**src/rtl/dct_da_pkg.sv**
```systemverilog
// dct_da_pkg: shared types and constants for the 4-point DCT distributed-
// arithmetic sequencer (state encoding, ROM address width, default widths
// and the accumulator-width helper).
package dct_da_pkg;

  typedef enum logic [1:0] {
    IDLE = 2'd0,
    RUN  = 2'd1,
    DONE = 2'd2
  } state_t;

  localparam int ADDR_W     = 3;
  localparam int DEF_DATA_W = 8;
  localparam int DEF_ROM_W  = 16;

  // Accumulator must hold ROM_W-bit terms scaled by DATA_W bit-plane weights.
  function automatic int acc_w(input int data_w, input int rom_w);
    return data_w + rom_w;
  endfunction

endpackage

```
**src/rtl/dct_da_term_sel.sv**
```systemverilog
// dct_da_term_sel: combinational address mirroring and conditional negation
// for one bit plane of the DA evaluation.
//   i_plane    : {x0[j], x1[j], x2[j], x3[j]}
//   i_rom_data : ROM word for o_rom_addr (same cycle)
//   o_rom_addr : ROM address, mirrored when x0[j] is set
//   o_term     : signed partial sum, ROM_W+1 bits so negation never overflows
module dct_da_term_sel
  import dct_da_pkg::*;
#(
  parameter int ROM_W = DEF_ROM_W
) (
  input  logic [3:0]              i_plane,
  input  logic [ROM_W-1:0]        i_rom_data,
  output logic [ADDR_W-1:0]       o_rom_addr,
  output logic signed [ROM_W:0]   o_term
);

  logic signed [ROM_W:0] w_ext;

  // The ROM only stores the half with x0[j]=0; the other half is the
  // bitwise-complement address with the sign flipped.
  assign w_ext      = {i_rom_data[ROM_W-1], i_rom_data};
  assign o_rom_addr = i_plane[3] ? ~i_plane[2:0] : i_plane[2:0];
  assign o_term     = i_plane[3] ? -w_ext : w_ext;

endmodule

```
**src/rtl/dct_da_sequencer.sv**
```systemverilog
// dct_da_sequencer: bit-serial DA controller for one output row of a 4-point
// DCT. Latches x0..x3, walks their bit planes MSB to LSB, addresses an
// external mirrored coefficient ROM and shift-accumulates the partial sums.
//   clk, rst_n           : clock, asynchronous active-low reset
//   in_valid / in_ready  : sample-set handshake, x0..x3 sampled at acceptance
//   rom_cs / rom_addr    : ROM select and address; rom_data returns same cycle
//   out_valid / out_ready: result handshake, result held while stalled
// Optional build macro DCT_DA_ROM_PIPE_EN registers the ROM term, adding one
// cycle of latency with bit-identical results.
module dct_da_sequencer
  import dct_da_pkg::*;
#(
  parameter int DATA_W = DEF_DATA_W,
  parameter int ROM_W  = DEF_ROM_W,
  parameter int ACC_W  = acc_w(DATA_W, ROM_W)
) (
  input  logic              clk,
  input  logic              rst_n,
  input  logic              in_valid,
  output logic              in_ready,
  input  logic [DATA_W-1:0] x0,
  input  logic [DATA_W-1:0] x1,
  input  logic [DATA_W-1:0] x2,
  input  logic [DATA_W-1:0] x3,
  output logic              rom_cs,
  output logic [ADDR_W-1:0] rom_addr,
  input  logic [ROM_W-1:0]  rom_data,
  output logic              out_valid,
  input  logic              out_ready,
  output logic [ACC_W-1:0]  result
);

  localparam int CNT_W = (DATA_W > 1) ? $clog2(DATA_W) : 1;
  localparam logic [CNT_W-1:0] CNT_TOP = CNT_W'(DATA_W - 1);

  state_t                   r_state, w_state_nxt;
  logic                     r_settle;
  logic [3:0][DATA_W-1:0]   r_x;
  logic [CNT_W-1:0]         r_cnt;
  logic signed [ACC_W-1:0]  r_acc, w_acc_nxt, w_term_ext;
  logic [ACC_W-1:0]         r_result;
  logic                     r_out_valid;

  logic                     w_accept;
  logic [3:0]               w_plane;
  logic [ADDR_W-1:0]        w_addr;
  logic signed [ROM_W:0]    w_term;
  logic                     w_addr_act;   // ROM address phase this cycle
  logic                     w_acc_act;    // accumulate phase this cycle
  logic                     w_acc_msb;
  logic                     w_acc_last;
  logic signed [ROM_W:0]    w_acc_term;

  assign in_ready  = r_settle & (r_state == IDLE);
  assign w_accept  = in_valid & in_ready;
  assign w_plane   = {r_x[0][r_cnt], r_x[1][r_cnt], r_x[2][r_cnt], r_x[3][r_cnt]};
  assign rom_cs    = w_addr_act;
  assign rom_addr  = w_addr_act ? w_addr : '0;
  assign out_valid = r_out_valid;
  assign result    = r_result;

  dct_da_term_sel #(.ROM_W(ROM_W)) u_term_sel (
    .i_plane    (w_plane),
    .i_rom_data (rom_data),
    .o_rom_addr (w_addr),
    .o_term     (w_term)
  );

`ifdef DCT_DA_ROM_PIPE_EN
  // Address phase leads accumulate phase by one cycle; r_adone marks that
  // the LSB plane has been addressed and only its accumulate remains.
  logic                  r_adone, r_pv, r_msb, r_last;
  logic signed [ROM_W:0] r_term;

  assign w_addr_act = (r_state == RUN) & ~r_adone;
  assign w_acc_act  = (r_state == RUN) & r_pv;
  assign w_acc_term = r_term;
  assign w_acc_msb  = r_msb;
  assign w_acc_last = r_last;

  always_ff @(posedge clk or negedge rst_n) begin
    if (!rst_n) begin
      r_adone <= 1'b0;
      r_pv    <= 1'b0;
      r_msb   <= 1'b0;
      r_last  <= 1'b0;
      r_term  <= '0;
    end else begin
      r_pv <= w_addr_act;
      if (w_addr_act) begin
        r_term <= w_term;
        r_msb  <= (r_cnt == CNT_TOP);
        r_last <= (r_cnt == '0);
      end
      if (w_accept)                          r_adone <= 1'b0;
      else if (w_addr_act && r_cnt == '0)    r_adone <= 1'b1;
    end
  end
`else
  assign w_addr_act = (r_state == RUN);
  assign w_acc_act  = (r_state == RUN);
  assign w_acc_term = w_term;
  assign w_acc_msb  = (r_cnt == CNT_TOP);
  assign w_acc_last = (r_cnt == '0);
`endif

  // MSB plane carries negative weight (two's-complement samples).
  assign w_term_ext = {{(ACC_W-ROM_W-1){w_acc_term[ROM_W]}}, w_acc_term};
  assign w_acc_nxt  = (r_acc <<< 1) + (w_acc_msb ? -w_term_ext : w_term_ext);

  always_ff @(posedge clk or negedge rst_n) begin
    if (!rst_n) r_state <= IDLE;
    else        r_state <= w_state_nxt;
  end

  always_comb begin
    w_state_nxt = r_state;
    case (r_state)
      IDLE:    if (w_accept)                w_state_nxt = RUN;
      RUN:     if (w_acc_act && w_acc_last) w_state_nxt = DONE;
      DONE:    if (out_ready)               w_state_nxt = IDLE;
      default:                              w_state_nxt = IDLE;
    endcase
  end

  // Settle flag keeps in_ready low for the first edge after reset release.
  always_ff @(posedge clk or negedge rst_n) begin
    if (!rst_n) begin
      r_settle    <= 1'b0;
      r_x         <= '0;
      r_cnt       <= '0;
      r_acc       <= '0;
      r_result    <= '0;
      r_out_valid <= 1'b0;
    end else begin
      r_settle <= 1'b1;
      if (w_accept) begin
        r_x   <= {x3, x2, x1, x0};
        r_cnt <= CNT_TOP;
        r_acc <= '0;
      end else begin
        if (w_addr_act && r_cnt != '0) r_cnt <= r_cnt - 1'b1;
        if (w_acc_act)                 r_acc <= w_acc_nxt;
      end
      if (w_acc_act && w_acc_last) begin
        r_result    <= w_acc_nxt;
        r_out_valid <= 1'b1;
      end else if (r_state == DONE && out_ready) begin
        r_out_valid <= 1'b0;
      end
    end
  end

endmodule
```
**config.mk**
```make
export PLATFORM = sky130hd
export DESIGN_NAME = dct_da_sequencer
export DESIGN_NICKNAME = d
export VERILOG_FILES = /design/src/rtl/dct_da_pkg.sv /design/src/rtl/dct_da_term_sel.sv /design/src/rtl/dct_da_sequencer.sv
export SDC_FILE = /design/constraint.sdc
export NUM_CORES = 1
export LEC_CHECK = 0
export CELL_PAD_IN_SITES_DETAIL_PLACEMENT = 1
export CELL_PAD_IN_SITES_GLOBAL_PLACEMENT = 1
export CORE_MARGIN = 4
export CORE_UTILIZATION = 46
export CTS_BUF_LIST = sky130_fd_sc_hd__clkbuf_8
export DETAILED_ROUTE_END_ITERATION = 8
export GPL_TIMING_DRIVEN = 0
export PLACE_DENSITY = 0.95
export SYNTH_ARGS = -nofsm -noshare
export SYNTH_HDL_FRONTEND = slang
export SYNTH_SLANG_ARGS = --single-unit
```
**constraint.sdc**
```tcl
create_clock -name clk -period 13.5 [get_ports clk]
set_clock_uncertainty 0.1 [all_clocks]
set_input_delay 1.35 -clock clk [delete_from_list [all_inputs] [get_ports clk]]
set_output_delay 1.35 -clock clk [all_outputs]
set_load 0.1 [all_outputs]
```
## Yosys cells after proc, flatten, opt, wreduce, memory -nomap -nowiden

Cells that the tools add are included.

| storage, ports and cells | value |
|---|---|
| register bits | 86 |
| bits in latches | 0 |
| bits in writable memories | 0 |
| bits in read-only memories | 0 |
| input port bits | 52 |
| output and inout bits | 30 |
| word-level logic and storage cells | 56 |
| memories kept | 0 |

| cells by class | value |
|---|---|
| $add $sub $neg | 4 |
| multipliers | 0 |
| div/mod/pow operators | 0 |
| $lt $le $gt $ge | 1 |
| equal/unequal tests | 6 |
| shifts and indexed selects | 0 |
| muxes and demuxes | 22 |
| bitwise gates (word level) | 3 |
| reductions and logical operators | 10 |

Operators by type and width:

| operator | number |
|---|---|
| $mux W23 | 2 |
| $add A24 B24 Y24 | 1 |
| $mux W24 | 1 |
| $neg A17 Y24 | 1 |
| $mux W17 | 1 |
| $neg A16 Y17 | 1 |
| $bmux W1 S3 | 4 |
| $mux W3 | 4 |
| $mux W1 | 6 |
| $mux W2 | 3 |
| $pmux W2 S3 | 1 |
| $reduce_bool A2 Y1 | 3 |
| $lt A3 B4 Y1 const B | 1 |
| $ne A2 B2 Y1 const B | 2 |
| $eq A3 B3 Y1 const B | 1 |
| $logic_and A1 B1 Y1 | 3 |
| $logic_not A3 Y1 | 1 |
| $not A3 Y3 | 1 |
| $reduce_and A3 Y1 | 1 |
| $reduce_bool A3 Y1 | 1 |
| $sub A3 B1 Y3 const B | 1 |
| $and A1 B1 Y1 | 2 |
| $eq A2 B1 Y1 const B | 1 |
| $eq A2 B2 Y1 const B | 1 |
| other kinds (2) | 2 |

## Logic depth before layout (Yosys ltp)

| depth | value |
|---|---|
| depth after elaboration | 8 |
| gate-level depth with buffers | 21 |

## Hierarchy

From an unflattened synthesis, not the netlist that was laid out.

| unflattened totals | value |
|---|---|
| cell total of the unflattened synthesis | 620 |
| area total of the unflattened synthesis | 5477.8 µm² |

By module, submodules not included:

| module | instances | cells each | area each (µm²) | seq. area each (µm²) |
|---|---|---|---|---|
| dct_da_sequencer | 1 | 570 | 5098.6 | 2152.1 |
| dct_da_term_sel | 1 | 50 | 379.1 | 0.0 |

## Worst setup path after synthesis

Ideal clock, no wire load.

| timing | value |
|---|---|
| path kind | input -> register |
| start point | input port rom_data[3] |
| end point | register r_result[22] (netlist: result[22]) |
| data arrival time | 5.325 ns |
| required time | 13.264 ns |
| setup slack | 7.940 ns |
| cell stages on the path | 19 |
| buffers on the path | 2 |
| cells stage by stage | buf_6 > or4_1 > buf_2 > or4_1 > a21oi_2 > a32oi_2 > nor3_4 > and2_1 > nor2_1 > xor2_1 > ha_1 > and4_1 > a221o_1 > nor2_1 > nand2_1 > a31o_2 > o41ai_1 > xor2_1 > o21ai_0 |

| between the ends | value |
|---|---|
| cells in the longest elaborated chain, start to end | 5 |

Ends and longest elaborated chain:

| element | line | RTL |
|---|---|---|
| start: declaration | dct_da_sequencer.sv:27 | `input logic [ROM_W-1:0] rom_data,` |
| $neg A16 Y17 | dct_da_term_sel.sv:24 | `assign o_term = i_plane[3] ? -w_ext : w_ext;` |
| $mux W17 * | dct_da_term_sel.sv:24 |  |
| $neg A17 Y24 | dct_da_sequencer.sv:109 | `assign w_acc_nxt = (r_acc <<< 1) + (w_acc_msb ? -w_term_ext : w_term_ext);` |
| $mux W24 * | dct_da_sequencer.sv:109 |  |
| $add A24 B24 Y24 * | dct_da_sequencer.sv:109 |  |
| end signal: assignment | dct_da_sequencer.sv:146 | `r_result <= w_acc_nxt;` |
| end: declaration | dct_da_sequencer.sv:41 | `logic [ACC_W-1:0] r_result;` |

Mark *: on every way between the ends. The rest lies on a longest branch, timed or not.
A chain may end at the register's enable or synchronous reset.

## Worst setup path after layout

| timing | value |
|---|---|
| start point | input port rom_data[0] |
| end point | register r_result[22] (netlist: result[22]) |

Same word-level chain as after synthesis.

==> flow_metrics.py <==
metrics = {
    "setup_path": {
        "reg2reg_from": "r_cnt[0]$_DFFE_PN0P_",
        "cp-startpoint": "rom_data[0]",
        "worstPathMaxFanout": 10,
        "worst-endpoint-arrival_ns": 6.56,
        "critPathMaxStageDelay_ns": 0.56,
        "critical_path_buf_inv_count": 3,
        "ff2ff_path_depth": 19,
        "crit_family": "simple AND/OR/NAND/NOR gates",
        "worst_r2r_endpoint": "result[22]$_DFFE_PN0P_",
        "worst-r2r-setup-slack_ns": 7.92,
        "timing.critical_path.to_type": "register",
        "cp_cell_sequence": "clkdlybuf4s50_1 -> inv_1 -> ha_1 -> clkbuf_1 -> nor3b_1 -> nand3_1 -> nand2_1 -> xnor2_1 -> nor3_4 -> and2_1 -> nor2_1 -> xor2_1 -> ha_1 -> and4_1 -> a221o_1 -> nor2_1 -> nand2_1 -> a31o_2 -> o41ai_1 -> xor2_1 -> o21ai_0",
        "crit_slowest_cell": "nor3b_1",
        "criticalPathCategory": "in -> reg",
        "setup.worst_path.start_class": "input port",
        "crit_required_ns": 13.66,
    },
    "synthesis": {
        "number_of_register_bits_inferred_by_synthesis": 86,
        "netlist-cell-type-count": 64,
        "syn-mean-instance-area_sq_um": 8.780,
        "synth_area_sq_um": 5532,
        "synthTopCellsByArea": "dfrtp_1 (39%), nand2_1 (10%), ha_1 (7.2%)",
        "synth-edff-count": 0,
        "post_synth_most_frequent_cells": "nand2_1 (148), dfrtp_1 (86), o21ai_0 (70)",
        "yosys.area.top_type_share": 0.3891,
        "synthMostInstantiatedCell": "nand2_1",
        "yosys_warnings": 0,
        "synth_top_flop_cell": "dfrtp_1",
        "syn-instance-count": 630,
        "synth_async_sr_flop_share": 1.000,
        "synth.net_count": 715,
        "part_of_the_yosys_area_used_for_sequential_elements": 0.3891,
        "synth_top_cell_by_area": "dfrtp_1",
    },
    "min_path": {
        "min_path_type": "reg -> reg",
        "hold_path.startpoint": "r_x[16]$_DFFE_PN0P_",
        "whs_endpoint": "r_x[16]$_DFFE_PN0P_",
        "min_path_cells": 2,
    },
    "cts": {
        "cts-resized-gates": 0,
        "numCtsBuffers": 9,
        "cts_tree": "built",
        "postCtsSetupBuffers": 0,
        "worstSkewPairLatency_ns": 0.39,
        "cts.path.max_buffers": 2,
        "count_of_clock_tree_sinks": 86,
        "clk_root_buffer_cell": "clkbuf_8",
        "cts_max_level": 3,
        "cts-hold-fix-buffers": 0,
        "worst_setup_hold_path_clk_slew_ns": 0.10,
    },
    "layout": {
        "antenna_cells": 0,
        "layout.filler_cells": 1384,
        "stdcell_area_sq_um": 6755,
        "post_route_cells_drive_above_1_share": 0.06749,
        "layout_overhead_on_the_synthesized_area_pct": 22.12,
        "area_of_combinational_cells_with_multiple_inputs_sq_um": 3189,
        "finish.net_count": 806,
        "register_area_sq_um": 2152,
    },
    "route": {
        "routed_wl_um": 17590,
        "drt-initial-drc-count": 297,
        "ant_nets": 0,
        "drt-vias-per-instance": 5.916,
        "vias": 5141,
        "drc": 0,
        "routedWlPerCell_um": 20.24,
        "detailedRoute.firstPassIterationCount": 4,
    },
    "global_route": {
        "grt_max_degree": 66,
        "grt_pass1_vias": 5626,
        "global_route_usage_over_all_layers": 0.2634,
        "overflow": 0,
        "antenna_found_initial": 0,
        "grt_first_pass_wirelength_um": 29360,
    },
    "sta": {
        "finalHoldViolations": 0,
        "hold_ws_ns": 0.3875,
        "grt_setup_unrepaired": "no",
        "maxClockFrequency_mhz": 156.3,
        "period_share": 0.4739,
        "totalNegativeSetupSlack_ns": 0,
        "final_max_slew_viol_count": 0,
        "setup_viol_count_final": 0,
        "slew-limit-headroom": 0.3103,
        "worst_slew_pin_slew_ns": 1.031,
        "final_period_minus_worst_setup_slack_ns": 6.398,
    },
    "die": {
        "std_cell_rows": 39,
        "die_area_sq_um": 13840,
        "initial_utilization": 0.4763,
        "die_w_um": 117.7,
        "fp.coreArea_sq_um": 11610,
        "dieHeight_um": 117.7,
        "number_of_i_o_pins": 82,
    },
    "placed_design": {
        "numPortBuffers": 79,
        "dp_hpwl_um": 13080,
        "dpl-instance-area_sq_um": 6526,
        "routabilityCongestion": 0.9013,
    },
    "status": {
        "status": "finished clean",
    },
    "job": {
        "timing.max_cap.violations": 0,
    },
}
[cell usage in the layout (no fill, tap or decap), types with 11 or more instances in the layout]
| cell type | netlist | final |
|---|---|---|
| a21o_1 | 11 | 11 |
| a21oi_1 | 28 | 28 |
| clkbuf_1 | 26 | 26 |
| clkdlybuf4s50_1 | 0 | 78 |
| dfrtp_1 | 86 | 86 |
| ha_1 | 32 | 32 |
| nand2_1 | 148 | 148 |
| nand3_1 | 24 | 24 |
| nor2_1 | 30 | 30 |
| o21ai_0 | 70 | 70 |
| xnor2_1 | 31 | 31 |
| xor2_1 | 23 | 23 |
[logic make-up after synthesis]
logic type / after synthesis / synth area share
AND/OR/NAND/NOR: 247 / 0.1970
AO/OA/AOI/OAI: 151 / 0.1692
flip-flops: 86 / 0.3891
XOR/XNOR: 54 / 0.08550
buffers and inverters: 43 / 0.03438
adder cells (fa/ha/maj): 33 / 0.07600
multiplexers: 15 / 0.04818
other: 1 / 0.0006779
[how the worst max path moves through the flow]
stage	end	cells after the start
5_1_grt	result[23]$_DFFE_PN0P_	19
2_1_floorplan	result[22]$_DFFE_PN0P_	19
3_3_place_gp	result[22]$_DFFE_PN0P_	20
3_5_place_dp	result[22]$_DFFE_PN0P_	20
4_1_cts	result[22]$_DFFE_PN0P_	20
6_report	result[22]$_DFFE_PN0P_	21
[layout make-up]
cell class / count / share of cell area
Clock buffer: 9 / 0.01834
Clock inverter: 7 / 0.01556
Tap cell: 143 / 0.02649
Sequential cell: 86 / 0.3186
Multi-Input combinational cell: 501 / 0.4721
Inverter: 9 / 0.005001
Buffer: 34 / 0.02315
Timing Repair Buffer: 80 / 0.1208
[per-layer routing]
layer / vias up / track usage / routed length (um)
li1: 2373 / - / -
met1: 2566 / 0.3161 / 7229
met2: 152 / 0.4599 / 8855
met3: 50 / 0.05142 / 824
met4: 0 / 0.1136 / 683
met5: - / 0 / 0
[registers in the layout (all words and copies together) (netlist names)]
| signal | flops |
|---|---|
| r_x | 32 |
| result | 24 |
| r_acc | 23 |
| r_cnt | 3 |
| r_state | 2 |
| out_valid | 1 |
| r_settle | 1 |
[per-stage QoR]
stage / setup WS [ns] / instances / util
2_1_floorplan: 7.940 / 630 / -
3_3_place_gp: 6.814 / 852 / 0.5598
3_5_place_dp: 6.729 / 853 / 0.5619
4_1_cts: 7.139 / 869 / 0.5817
5_1_grt: 6.735 / 869 / 0.5817
6_report: 7.102 / 869 / 0.5817
[worst reg2reg max path, delay by kind of cell (launching register included)]
| kind | cells | cell delay, ns |
|---|---|---|
| AO/OA/AOI/OAI | 4 | 1.00 |
| buffers and inverters | 2 | 0.45 |
| multiplexers | 2 | 0.88 |
| adder cells (fa/ha/maj) | 1 | 0.32 |
| flip-flops | 1 | 0.39 |
| AND/OR/NAND/NOR | 8 | 1.78 |
| XOR/XNOR | 2 | 0.52 |
Power is not shown: default switching activity piles up to over one toggle a cycle in this logic, so the estimate is an artifact.
